### src/rtl/debounce_pkg.sv
// rtl/debounce_pkg.sv - shared defaults and FSM encoding for the debounce scheduler
package debounce_pkg;

    localparam int N_CH_DEF     = 4;
    localparam int CNT_BITS_DEF = 19;

    typedef enum logic [1:0] {
        IDLE   = 2'd0,
        TIMING = 2'd1,
        COMMIT = 2'd2
    } state_t;

endpackage

### src/rtl/rr_picker.sv
// rtl/rr_picker.sv - combinational round-robin picker: first request at or above the pointer
module rr_picker
    import debounce_pkg::*;
#(
    parameter int N_CH  = N_CH_DEF,
    parameter int IDX_W = (N_CH > 1) ? $clog2(N_CH) : 1
) (
    input  logic [N_CH-1:0]  i_req,
    input  logic [IDX_W-1:0] i_ptr,
    output logic [IDX_W-1:0] o_idx,
    output logic             o_valid
);

    logic [2*N_CH-1:0] w_rot;

    assign w_rot = {i_req, i_req} >> i_ptr;

    // Walk downward so the lowest offset from the pointer is written last and wins.
    always_comb begin
        int sum;
        o_idx   = '0;
        o_valid = 1'b0;
        sum     = 0;
        for (int k = N_CH - 1; k >= 0; k--) begin
            if (w_rot[k]) begin
                sum = int'(i_ptr) + k;
                if (sum >= N_CH) begin
                    sum = sum - N_CH;
                end
                o_idx   = IDX_W'(sum);
                o_valid = 1'b1;
            end
        end
    end

endmodule

### src/rtl/debounce_scheduler.sv
// rtl/debounce_scheduler.sv - N-channel switch debouncer sharing one timer, granted round-robin
module debounce_scheduler
    import debounce_pkg::*;
#(
    parameter int  N_CH     = N_CH_DEF,
    parameter int  CNT_BITS = CNT_BITS_DEF,
    localparam int IDX_W    = (N_CH > 1) ? $clog2(N_CH) : 1
) (
    input  logic             clk_i,
    input  logic             rst_i,
    input  logic [N_CH-1:0]  noisy_i,
    output logic [N_CH-1:0]  clean_o,
    output logic [N_CH-1:0]  changed_o,
    output logic             busy_o,
    output logic [IDX_W-1:0] grant_o
);

    state_t             r_state;
    state_t             w_state_nxt;
    logic [N_CH-1:0]    r_sw_now;
    logic [N_CH-1:0]    r_clean;
    logic [N_CH-1:0]    r_changed;
    logic [CNT_BITS-1:0] r_cnt;
    logic [CNT_BITS-1:0] w_cnt_nxt;
    logic [IDX_W-1:0]   r_rr_ptr;
    logic [IDX_W-1:0]   w_rr_nxt;
    logic [IDX_W-1:0]   r_grant;
    logic [IDX_W-1:0]   w_grant_nxt;
    logic [IDX_W-1:0]   w_grant_inc;
    logic [IDX_W-1:0]   w_pick_idx;
    logic               w_pick_valid;
    logic [N_CH-1:0]    w_req;
    logic [N_CH-1:0]    w_grant_onehot;

    assign w_req          = r_sw_now ^ r_clean;
    assign w_grant_inc    = (r_grant == IDX_W'(N_CH - 1)) ? '0 : r_grant + IDX_W'(1);
    assign w_grant_onehot = N_CH'(1) << r_grant;

    rr_picker #(
        .N_CH  (N_CH),
        .IDX_W (IDX_W)
    ) u_rr_picker (
        .i_req   (w_req),
        .i_ptr   (r_rr_ptr),
        .o_idx   (w_pick_idx),
        .o_valid (w_pick_valid)
    );

    always_ff @(posedge clk_i) begin
        if (rst_i) begin
            r_state <= IDLE;
        end else begin
            r_state <= w_state_nxt;
        end
    end

    always_comb begin
        w_state_nxt = r_state;
        w_cnt_nxt   = r_cnt;
        w_rr_nxt    = r_rr_ptr;
        w_grant_nxt = r_grant;
        case (r_state)
            IDLE: begin
                if (w_pick_valid) begin
                    w_grant_nxt = w_pick_idx;
                    w_cnt_nxt   = '0;
                    w_state_nxt = TIMING;
                end
            end
            TIMING: begin
                // A bounce back to the committed level gives up the timer immediately.
                if (r_sw_now[r_grant] == r_clean[r_grant]) begin
                    w_rr_nxt    = w_grant_inc;
                    w_cnt_nxt   = '0;
                    w_state_nxt = IDLE;
                end else if (r_cnt == '1) begin
                    w_state_nxt = COMMIT;
                end else begin
                    w_cnt_nxt = r_cnt + CNT_BITS'(1);
                end
            end
            COMMIT: begin
                w_rr_nxt    = w_grant_inc;
                w_cnt_nxt   = '0;
                w_state_nxt = IDLE;
            end
            default: begin
                w_state_nxt = IDLE;
            end
        endcase
    end

    always_ff @(posedge clk_i) begin
        if (rst_i) begin
            r_sw_now  <= '0;
            r_clean   <= '0;
            r_changed <= '0;
            r_cnt     <= '0;
            r_rr_ptr  <= '0;
            r_grant   <= '0;
        end else begin
            r_sw_now  <= noisy_i;
            r_cnt     <= w_cnt_nxt;
            r_rr_ptr  <= w_rr_nxt;
            r_grant   <= w_grant_nxt;
            r_changed <= '0;
            if (r_state == COMMIT) begin
                r_clean[r_grant] <= r_sw_now[r_grant];
                r_changed        <= w_grant_onehot;
            end
        end
    end

    assign clean_o   = r_clean;
    assign changed_o = r_changed;
    assign busy_o    = (r_state != IDLE);
    assign grant_o   = busy_o ? r_grant : '0;

endmodule

### config.mk
export PLATFORM = sky130hd
export DESIGN_NAME = debounce_scheduler
export DESIGN_NICKNAME = d
export VERILOG_FILES = /design/src/rtl/debounce_pkg.sv /design/src/rtl/rr_picker.sv /design/src/rtl/debounce_scheduler.sv
export SDC_FILE = /design/constraint.sdc
export NUM_CORES = 1
export LEC_CHECK = 0
export ABC_AREA = 0
export BUFFER_PORTS_ARGS = -buffer_cell sky130_fd_sc_hd__buf_2
export CAP_MARGIN = 20
export CORE_ASPECT_RATIO = 0.7
export CORE_MARGIN = 2
export CORE_UTILIZATION = 25
export DETAILED_ROUTE_END_ITERATION = 12
export GPL_TIMING_DRIVEN = 0
export SYNTH_ARGS = -nofsm -noshare
export SYNTH_HDL_FRONTEND = slang
export SYNTH_HIERARCHICAL = 1
export SYNTH_SLANG_ARGS = --single-unit
export TNS_END_PERCENT = 30
### constraint.sdc
create_clock -name clk_i -period 2 [get_ports clk_i]
set_input_delay 0.1 -clock clk_i [delete_from_list [all_inputs] [get_ports clk_i]]
set_output_delay 0.1 -clock clk_i [all_outputs]
set_load 0.01 [all_outputs]
==> results of run 1 <==
logic make-up (layout without fill, tap and decap cells):
kind of cell	count (synthesis)	in the layout	synth area share
mux	6	6	0.0448
simple gates	110	110	0.302
flops	37	37	0.374
buf+inv	21	56	0.0581
fa+ha+maj	5	5	0.0316
xor+xnor	4	4	0.0177
compound gates	43	43	0.172
state kept, by name (all words and copies together) (netlist names):
register	cells
r_cnt	19
changed_o	4
clean_o	4
r_sw_now	4
r_grant	2
r_rr_ptr	2
r_state	2
cells in the final DEF, fill, tap and decap left out, drive strengths merged, types with 2 or more instances in the layout:
master and instances:
nor2 15, clkinv 2, nand3 21, a21oi 12, o21ai 2, nand4 7
nor4 14, and3 9, buf 34, and4 4, nand2 20, dfxtp 37
a41oi 2, nor3 9, o211a 3, mux4 2, nand2b 2, clkbuf 9
mux2i 4, or2 2, xor2 4, nor2b 6, o32a 2, a21o 2
ha 5, o21a 2, inv 10, a211o 8, a41o 2
synthesized netlist by cell type (4+ instances only):
cell type / number / area, um2
nor4_1: 14 / 87.6
nand3_1: 21 / 105
a211o_1: 8 / 70.1
and3_1: 8 / 50.1
dfxtp_1: 37 / 741
mux2i_1: 4 / 40.0
nor2_1: 15 / 56.3
xor2_1: 4 / 35.0
nor2b_1: 6 / 37.5
ha_1: 5 / 62.6
nand4_1: 6 / 37.5
a21oi_1: 12 / 60.1
nand2_1: 20 / 75.1
and4_1: 4 / 35.0
nor3_1: 7 / 35.0
inv_1: 9 / 33.8
report_power, final:
group	internal (mW)	switching, mW	leakage, nW
clock	0.457	0.314	0.0696
combinational	0.101	0.130	0.750
sequential	0.748	0.0182	0.304
total	1.31	0.462	1.12
layout make-up:
type | count | area share
clock inverters | 3 | 0.00666
flip-flops and latches | 37 | 0.288
plain buffers | 9 | 0.0262
clock buffers | 5 | 0.0476
inverters | 10 | 0.0143
well taps | 101 | 0.0480
repair buffers | 29 | 0.0718
multi-input cells | 168 | 0.497
stage by stage:
stage          utilization  hold WS, ps  cell area [um2]  instances  TNS (ps)
2_1_floorplan            -          228             1980        226         0
3_3_place_gp         0.282          317             2190        343     -3720
3_5_place_dp         0.282          317             2190        343     -4180
4_1_cts              0.326         24.6             2530        359      -161
5_1_grt              0.339         31.3             2630        362      -600
6_report             0.339         24.2             2630        362      -100
what timing repair did:
item / in CTS / in global routing
resized for setup: 30 / 13
setup endpoints to repair: 19 / 20
pin swaps: 11 / 12
setup buffers: 10 / 3
final timing paths:
kind | to | slack [ps] | cells after the start
max | r_cnt[9]$_SDFFE_PP0P_ | -40 | 5
max reg2reg | r_cnt[9]$_SDFFE_PP0P_ | -40 | 5
min reg2reg | clean_o[2]$_SDFFE_PP0P_ | 490 | 2
min | r_sw_now[2]$_SDFF_PP0_ | 20 | 2
worst max-delay path, delay by kind of cell, from the launching register on:
kind	cells	cell delay [ps]
flip-flops	1	370
multiplexers	1	590
XOR/XNOR	1	190
AO/OA/AOI/OAI	3	840
per-layer routing:
layer,share of wire,global-route usage,vias to the layer above
li1,-,-,922
met4,0.0093,0.0288,0
met3,0.046,0.0301,8
met2,0.41,0.166,50
met1,0.53,0.181,863
met5,0,0,-
==> results.cfg, run 1 <==
[cells_and_area]
multiInputGateArea_um2 = 1310
seqCellArea_um2 = 758
fillerInstances = 792
layout-drive-gt1-share = 0.303
nNetsFinal = 271
insertedDiodeCount = 0
synthToLayoutAreaGrowth_pct = 32.8

[drt]
avgViaCountPerCell = 5.09
ant_nets = 0
wl_per_cell_um = 14.5
dr.first_iter.drc_count = 119
drc_errors = 0
routed_wl_um = 5260
vias = 1843
drt-pass1-iter-count = 4

[global_route]
grt.total_usage = 0.119
antenna_found_initial = 0
first_global_vias = 1628
grt.overflow.total = 0
grt_pass1_wl_um = 8340
grt_max_degree = 13

[sta]
fin_ws_ps = -42.9
fin_skew_ps = 5.80
fmaxAchievable_mhz = 490
max-slew-margin-rel = 0.679
setup_viol = 4
worst_pin_slew_ps = 480
drv_slew = 0
hold_violations = 0
fin_crit_ps = 2040
grt_setup_unrepaired = true
finalCritPeriodShare = 1.02

[clocking]
cts_buffer_depth = 2
clk_latency_ps = 280
cts_buffers = 5
cts_tree = yes
clock-sinks = 37
cts_root_buf = clkbuf_16
clk_pin_slew_ps = 60
cts-htree-levels = 2
postCtsHoldBufs = 0

[synthesis]
synth_flop_cell = dfxtp_1
yosysWarnings = 6
ys_seq_elements = 37
synthDistinctLibCells = 50
syn_avg_cell_area_um2 = 8.77
syn_inst = 226
synth_nets = 237
synthesis.area_um2 = 1980
synth-seq-area-share = 0.374
async_flop_share = 0
synth_enable_flop_cells = 0

[power]
max-vdd-ir-drop_mv = 0.332
powerDensity_nw_per_um2 = 672
p_total_mw = 1.77
p_leak_nw = 1.12

[run_status]
status = finished with violations
violations = setup timing

[critical_path]
rr_startpoint = clean_o[3]$_SDFFE_PP0P_
critPathLaunch = clean_o[3]$_SDFFE_PP0P_
start_kind = register
crit_fanout = 7
required_ps = 2230
crit_chain = xor2_4 > mux4_2 > a41o_4 > a2111oi_4 > o21a_1
slowest_delay_ps = 590
cp_slowest_cell = mux4_2
critPathCaptureType = register
critPathKind = reg2reg
arrival_ps = 2270

[min_path]
min-delay-start = noisy_i[2]
min_path_type = in2reg

[floorplan]
core.rowCount = 27
die-area_um2 = 8670
die_x_um = 110
coreArea_um2 = 7770
io-pin-count = 17
die_y_um = 78.5
start_util = 0.255

[placement]
place_ws_ps = -367
hpwl_um = 3590
place_congestion = 0.805
portBuffers = 16

[flow_run]
drv_cap = 0
(Power assumes the default switching activity.)
==> run 2: changes to the inputs <==
==> constraint.sdc (replaced) <==
create_clock -name clk_i -period 2 [get_ports clk_i]
set_input_delay 0.1 -clock clk_i [delete_from_list [all_inputs] [get_ports clk_i]]
set_output_delay 0.1 -clock clk_i [all_outputs]
set_load 0.1 [all_outputs]
==> results.cfg, run 2 (same netlist as run 1, synthesis figures left out) <==
[run_status]
status = finished with violations
violations = setup timing

[min_path]
min_path_type = in2reg
hold_depth = 2

[clocking]
postCtsHoldBufs = 0
cts_buffers = 5
cts-htree-levels = 2
clock-sinks = 37
cts_buffer_depth = 2
clk_latency_ps = 280
cts_root_buf = clkbuf_16
clk_pin_slew_ps = 60
cts_tree = yes

[critical_path]
cp_slowest_cell = mux4_2
cp.depth = 5
slowest_delay_ps = 590
arrival_ps = 2260
r2r_cells = 5
critPathCaptureType = register
crit_chain = xor2_4 > mux4_2 > a41o_4 > a2111oi_2 > o21a_1
critPathKind = reg2reg
crit_family = compound AO/OA/AOI/OAI gates
crit_fanout = 8
start_kind = register
cp_num_buf_inv = 0
required_ps = 2230

[global_route]
use_met3 = 0.0293
grt_pass1_wl_um = 8490
top_usage_layer = met1
grt_use_met2 = 0.172
first_global_vias = 1700
grt_max_degree = 13
grt.total_usage = 0.123
use_met1 = 0.177
antenna_found_initial = 0
grt.overflow.total = 0

[placement]
place_congestion = 0.795
post_dp_cell_area_um2 = 2230
hpwl_um = 3550
portBuffers = 16

[cells_and_area]
synthToLayoutAreaGrowth_pct = 35.9
largest_register_ffs = 19
layout-drive-gt1-share = 0.338
nNetsFinal = 276
layout_commonest_cell = dfxtp_1
fillerInstances = 801
layout_common_cells = dfxtp_1 (24), nand2_1 (20), buf_4 (18), nand3_1 (18), buf_2 (16)
largest_register = r_cnt
design_area_um2 = 2690
insertedDiodeCount = 0

[sta]
setup_viol = 2
finalCritPeriodShare = 1.02
drv_slew = 0
fmaxAchievable_mhz = 492
grt_setup_unrepaired = true
fin_skew_ps = 7.21
fin_ws_ps = -33.4
holdWs_ps = 19.5
worst_pin_slew_ps = 491
max-slew-margin-rel = 0.675
hold_violations = 0
fin_crit_ps = 2030

[drt]
ant_nets = 0
wl_per_cell_um = 14.4
routed_wl_um = 5300
avgViaCountPerCell = 5.00
dr.first_iter.drc_count = 102
drt-pass1-iter-count = 4
drc_errors = 0
vias = 1836

[floorplan]
io-pin-count = 17
die_x_um = 110
die-area_um2 = 8670
coreArea_um2 = 7770
die_y_um = 78.5
start_util = 0.255
core.rowCount = 27

[power]
p_leak_nw = 1.15
p_int_mw = 1.34
max-vdd-ir-drop_mv = 0.285
p_clk_frac = 0.440
power_frac_comb = 0.139
switching_share = 0.260
powerDensity_nw_per_um2 = 674
p_seq_frac = 0.421
p_sw_mw = 0.473

[flow_run]
drv_cap = 0
run 2: power by group through the flow:
stage | clock network (mW) | logic [mW] | registers, mW
after CTS | 0.821 | 0.240 | 0.765
after detailed placement | 0 | 0.208 | 0.777
after floorplan | 0 | 0.164 | 0.772
final | 0.799 | 0.253 | 0.764
after global routing | 0.850 | 0.273 | 0.766
after global placement | 0 | 0.206 | 0.776
run 2: stage by stage:
stage          setup WS (ps)  instances  setup TNS (ps)  power (mW)  utilization
3_5_place_dp            -392        343           -4440       0.985        0.287
2_1_floorplan          -98.4        226            -454       0.937            -
6_report               -33.4        367           -44.2        1.82        0.347
4_1_cts                -25.5        361           -98.9        1.83        0.332
5_1_grt                -88.1        367            -399        1.89        0.347
3_3_place_gp            -358        343           -3990       0.983        0.287
run 2: layout make-up:
| type | count | area (um2) | area share |
|---|---|---|---|
| Tap cell | 101 | 126 | 0.0469 |
| Sequential cell | 37 | 769 | 0.286 |
| Inverter | 10 | 37.5 | 0.0139 |
| Timing Repair Buffer | 34 | 235 | 0.0873 |
| Clock inverter | 1 | 7.51 | 0.00279 |
| Clock buffer | 7 | 143 | 0.0529 |
| Multi-Input combinational cell | 168 | 1310 | 0.486 |
| Buffer | 9 | 65.1 | 0.0242 |
run 2: timing repair:
item | 4_1_cts | 5_1_grt
gates resized for setup | 24 | 16
endpoints found under the setup margin | 20 | 21
setup buffers | 12 | 6
endpoints found under the hold margin | 0 | 0
pin swaps | 13 | 11
run 2: worst reg2reg max path, stage by stage (launching register included):
cell and delay, ps:
dfxtp_4 360, xor2_4 180, mux4_2 590, a41o_4 330, a2111oi_2 370, o21a_1 140
run 2: final timing paths:
| check | start | end | slack [ps] |
|---|---|---|---|
| worst max-delay path | clean_o[3]$_SDFFE_PP0P_ | r_cnt[9]$_SDFFE_PP0P_ | -30 |
| worst min-delay path | noisy_i[3] | r_sw_now[3]$_SDFF_PP0_ | 20 |
| worst max register to register | clean_o[3]$_SDFFE_PP0P_ | r_cnt[9]$_SDFFE_PP0P_ | -30 |
| worst min register to register | clean_o[1]$_SDFFE_PP0P_ | clean_o[1]$_SDFFE_PP0P_ | 500 |
run 2: per-layer routing:
metal | vias up | part of all wire
li1 | 927 | -
met5 | - | 0
met2 | 40 | 0.42
met3 | 10 | 0.046
met4 | 0 | 0.017
met1 | 859 | 0.52
==> run 3: changes to the inputs <==
--- a/config.mk
+++ b/config.mk
@@ -15,6 +15,5 @@
 export GPL_TIMING_DRIVEN = 0
 export SYNTH_ARGS = -nofsm -noshare
 export SYNTH_HDL_FRONTEND = slang
-export SYNTH_HIERARCHICAL = 1
 export SYNTH_SLANG_ARGS = --single-unit
 export TNS_END_PERCENT = 30
==> results.cfg, run 3 <==
[cells_and_area]
synthToLayoutAreaGrowth_pct = 34.7
layout_commonest_cell = dfxtp_1
fillerInstances = 739
insertedDiodeCount = 0
layout-drive-gt1-share = 0.310
layout_common_cells = dfxtp_1 (29), a21oi_1 (21), nand2_1 (18)
finish.utilization = 0.348
largest_register = r_cnt
largest_register_ffs = 19
nNetsFinal = 265

[global_route]
use_met1 = 0.208
antenna_found_initial = 0
top_usage_layer = met1
grt.total_usage = 0.128
use_met3 = 0.0248
grt_max_degree = 13
grt_use_met2 = 0.169
grt_pass1_wl_um = 8340
grt.overflow.total = 0
first_global_vias = 1648

[run_status]
status = finished with violations
violations = setup timing

[floorplan]
start_util = 0.258
core.rowCount = 26
die_x_um = 108
die-area_um2 = 8250
coreArea_um2 = 7290
die_y_um = 76.6
io-pin-count = 17

[synthesis]
synth_area_leaders = dfxtp_1 (39%), a21oi_1 (7.4%), or4_1 (6.0%)
syn_inst = 220
yosysWarnings = 0
yosysMostFrequentCell = dfxtp_1
syn_avg_cell_area_um2 = 8.55
async_flop_share = 0
ys_seq_elements = 37
synth-seq-area-share = 0.394
synthesis.area_um2 = 1880
synthDistinctLibCells = 38
synth_common_cells = dfxtp_1 (37), a21oi_1 (28), nand2_1 (18)
netlist.area_leader.share = 0.394
synth_nets = 231
synth_flop_cell = dfxtp_1
synth_enable_flop_cells = 0
yosysTopAreaCell = dfxtp_1

[sta]
hold_violations = 0
worst_pin_slew_ps = 591
fin_crit_ps = 2110
finalCritPeriodShare = 1.05
setup_viol = 10
fmaxAchievable_mhz = 475
max-slew-margin-rel = 0.606
grt_setup_unrepaired = true
fin_skew_ps = 4.94
drv_slew = 0
fin_ws_ps = -106

[drt]
ant_nets = 0
drc_errors = 0
vias = 1827
routed_wl_um = 5260
drt-pass1-iter-count = 4
wl_per_cell_um = 14.9
dr.first_iter.drc_count = 102
avgViaCountPerCell = 5.18

[clocking]
cts_buffers = 5
clk_latency_ps = 290
cts-htree-levels = 2
clock-sinks = 37
cts_buffer_depth = 2
cts_tree = yes
cts_root_buf = clkbuf_8
clk_pin_slew_ps = 80

[placement]
place_ws_ps = -483
place_congestion = 0.780
portBuffers = 16
hpwl_um = 3470

[critical_path]
critPathKind = reg2reg
cp_num_buf_inv = 1
slowest_delay_ps = 510
arrival_ps = 2330
start_kind = register
crit_fanout = 7
r2r_end = r_cnt[17]$_SDFFE_PP0P_
rr_startpoint = r_sw_now[0]$_SDFF_PP0_
r2r_cells = 6
r2r_slack_ps = -110
critPathCaptureType = register
required_ps = 2220
cp_slowest_cell = mux4_2
crit_family = simple AND/OR/NAND/NOR gates
crit_chain = xor2_4 > mux4_2 > and3_4 > buf_6 > or4_4 > a21oi_4

[min_path]
hold_depth = 2
min_path_type = in2reg
hold_end = r_sw_now[2]$_SDFF_PP0_
min-delay-start = noisy_i[2]

[power]
max-vdd-ir-drop_mv = 0.235
powerDensity_nw_per_um2 = 599
p_leak_nw = 0.840

[flow_run]
drv_cap = 0
run 3: cell count changes after synthesis, sizes merged, moves of 3 or more:
cell	change
nor4	-9
or4	+15
and2	+3
a21oi	+16
and3	-3
a211o	-6
nor2	-3
nor3	-7
o31ai	+12
or3	+3
inv	-3
o21ai	+4
o211a	-3
nand3	-9
run 3: worst max-delay path by stage:
| stage | cells past startpoint | endpoint | from | slack, ps |
|---|---|---|---|---|
| floorplan | 6 | r_cnt[4]$_SDFFE_PP0P_ | clean_o[0]$_SDFFE_PP0P_ | -100 |
| global placement | 7 | r_cnt[18]$_SDFFE_PP0P_ | r_grant[0]$_SDFFE_PP0P_ | -490 |
| detailed placement | 7 | r_cnt[13]$_SDFFE_PP0P_ | r_grant[0]$_SDFFE_PP0P_ | -480 |
| CTS | 6 | r_cnt[17]$_SDFFE_PP0P_ | r_sw_now[0]$_SDFF_PP0_ | -60 |
| global route | 6 | r_cnt[17]$_SDFFE_PP0P_ | r_sw_now[0]$_SDFF_PP0_ | -160 |
| finish | 6 | r_cnt[17]$_SDFFE_PP0P_ | r_sw_now[0]$_SDFF_PP0_ | -110 |
run 3: cells by family (layout without fill, tap and decap cells):
family	Yosys count	count (layout)	synth area share
XOR/XNOR	5	5	0.0233
adder cells (fa/ha/maj)	5	5	0.0332
AND/OR/NAND/NOR	94	94	0.282
AO/OA/AOI/OAI	58	58	0.193
buffers and inverters	17	52	0.0406
multiplexers	4	4	0.0346
flip-flops	37	37	0.394
run 3: report_power, final:
part | internal (mW) | switching [mW]
clock network | 0.240 | 0.271
registers | 0.746 | 0.0228
logic | 0.0918 | 0.146
run 3: final cells by class:
cell class,count,area [um2],share of cell area
sequential,37,766,0.302
clock inverter,3,17.5,0.00691
tap,98,123,0.0484
clock buffer,5,68.8,0.0271
buffer,9,85.1,0.0336
timing repair buffer,28,200,0.0790
multi-input combinational,166,1240,0.491
inverter,7,30.0,0.0118
run 3: through the flow:
| step | setup TNS [ps] | std cells | hold WS, ps | power, mW | instance area [um2] |
|---|---|---|---|---|---|
| after detailed placement | -6830 | 334 | 312 | 0.962 | 2170 |
| after floorplan | -1180 | 220 | 228 | 0.916 | 1960 |
| after CTS | -483 | 346 | 5.68 | 1.49 | 2340 |
| after global placement | -6800 | 334 | 308 | 0.961 | 2170 |
| after global routing | -1300 | 353 | 9.49 | 1.58 | 2530 |
| final | -468 | 353 | 13.2 | 1.52 | 2530 |
run 3: timing repair:
action / in CTS / in global routing
endpoints found under the setup margin: 20 / 19
pin swaps: 5 / 7
setup buffers: 4 / 6
gates resized for setup: 16 / 28
cloned: 1 / 1
hold endpoints to repair: 0 / 0
hold buffers: 0 / 0
run 3: routing by layer:
layer | routed length [um] | vias up | part of all wire
li1 | - | 896 | -
met1 | 2800 | 888 | 0.53
met2 | 2160 | 38 | 0.41
met3 | 259 | 5 | 0.049
met4 | 36 | 0 | 0.0068
met5 | 0 | - | 0
run 3: worst reg2reg max path: stages (launching register included):
cell and delay, ps:
dfxtp_4 370, xor2_4 200, mux4_2 510, and3_4 220
buf_6 140, or4_4 440, a21oi_4 170
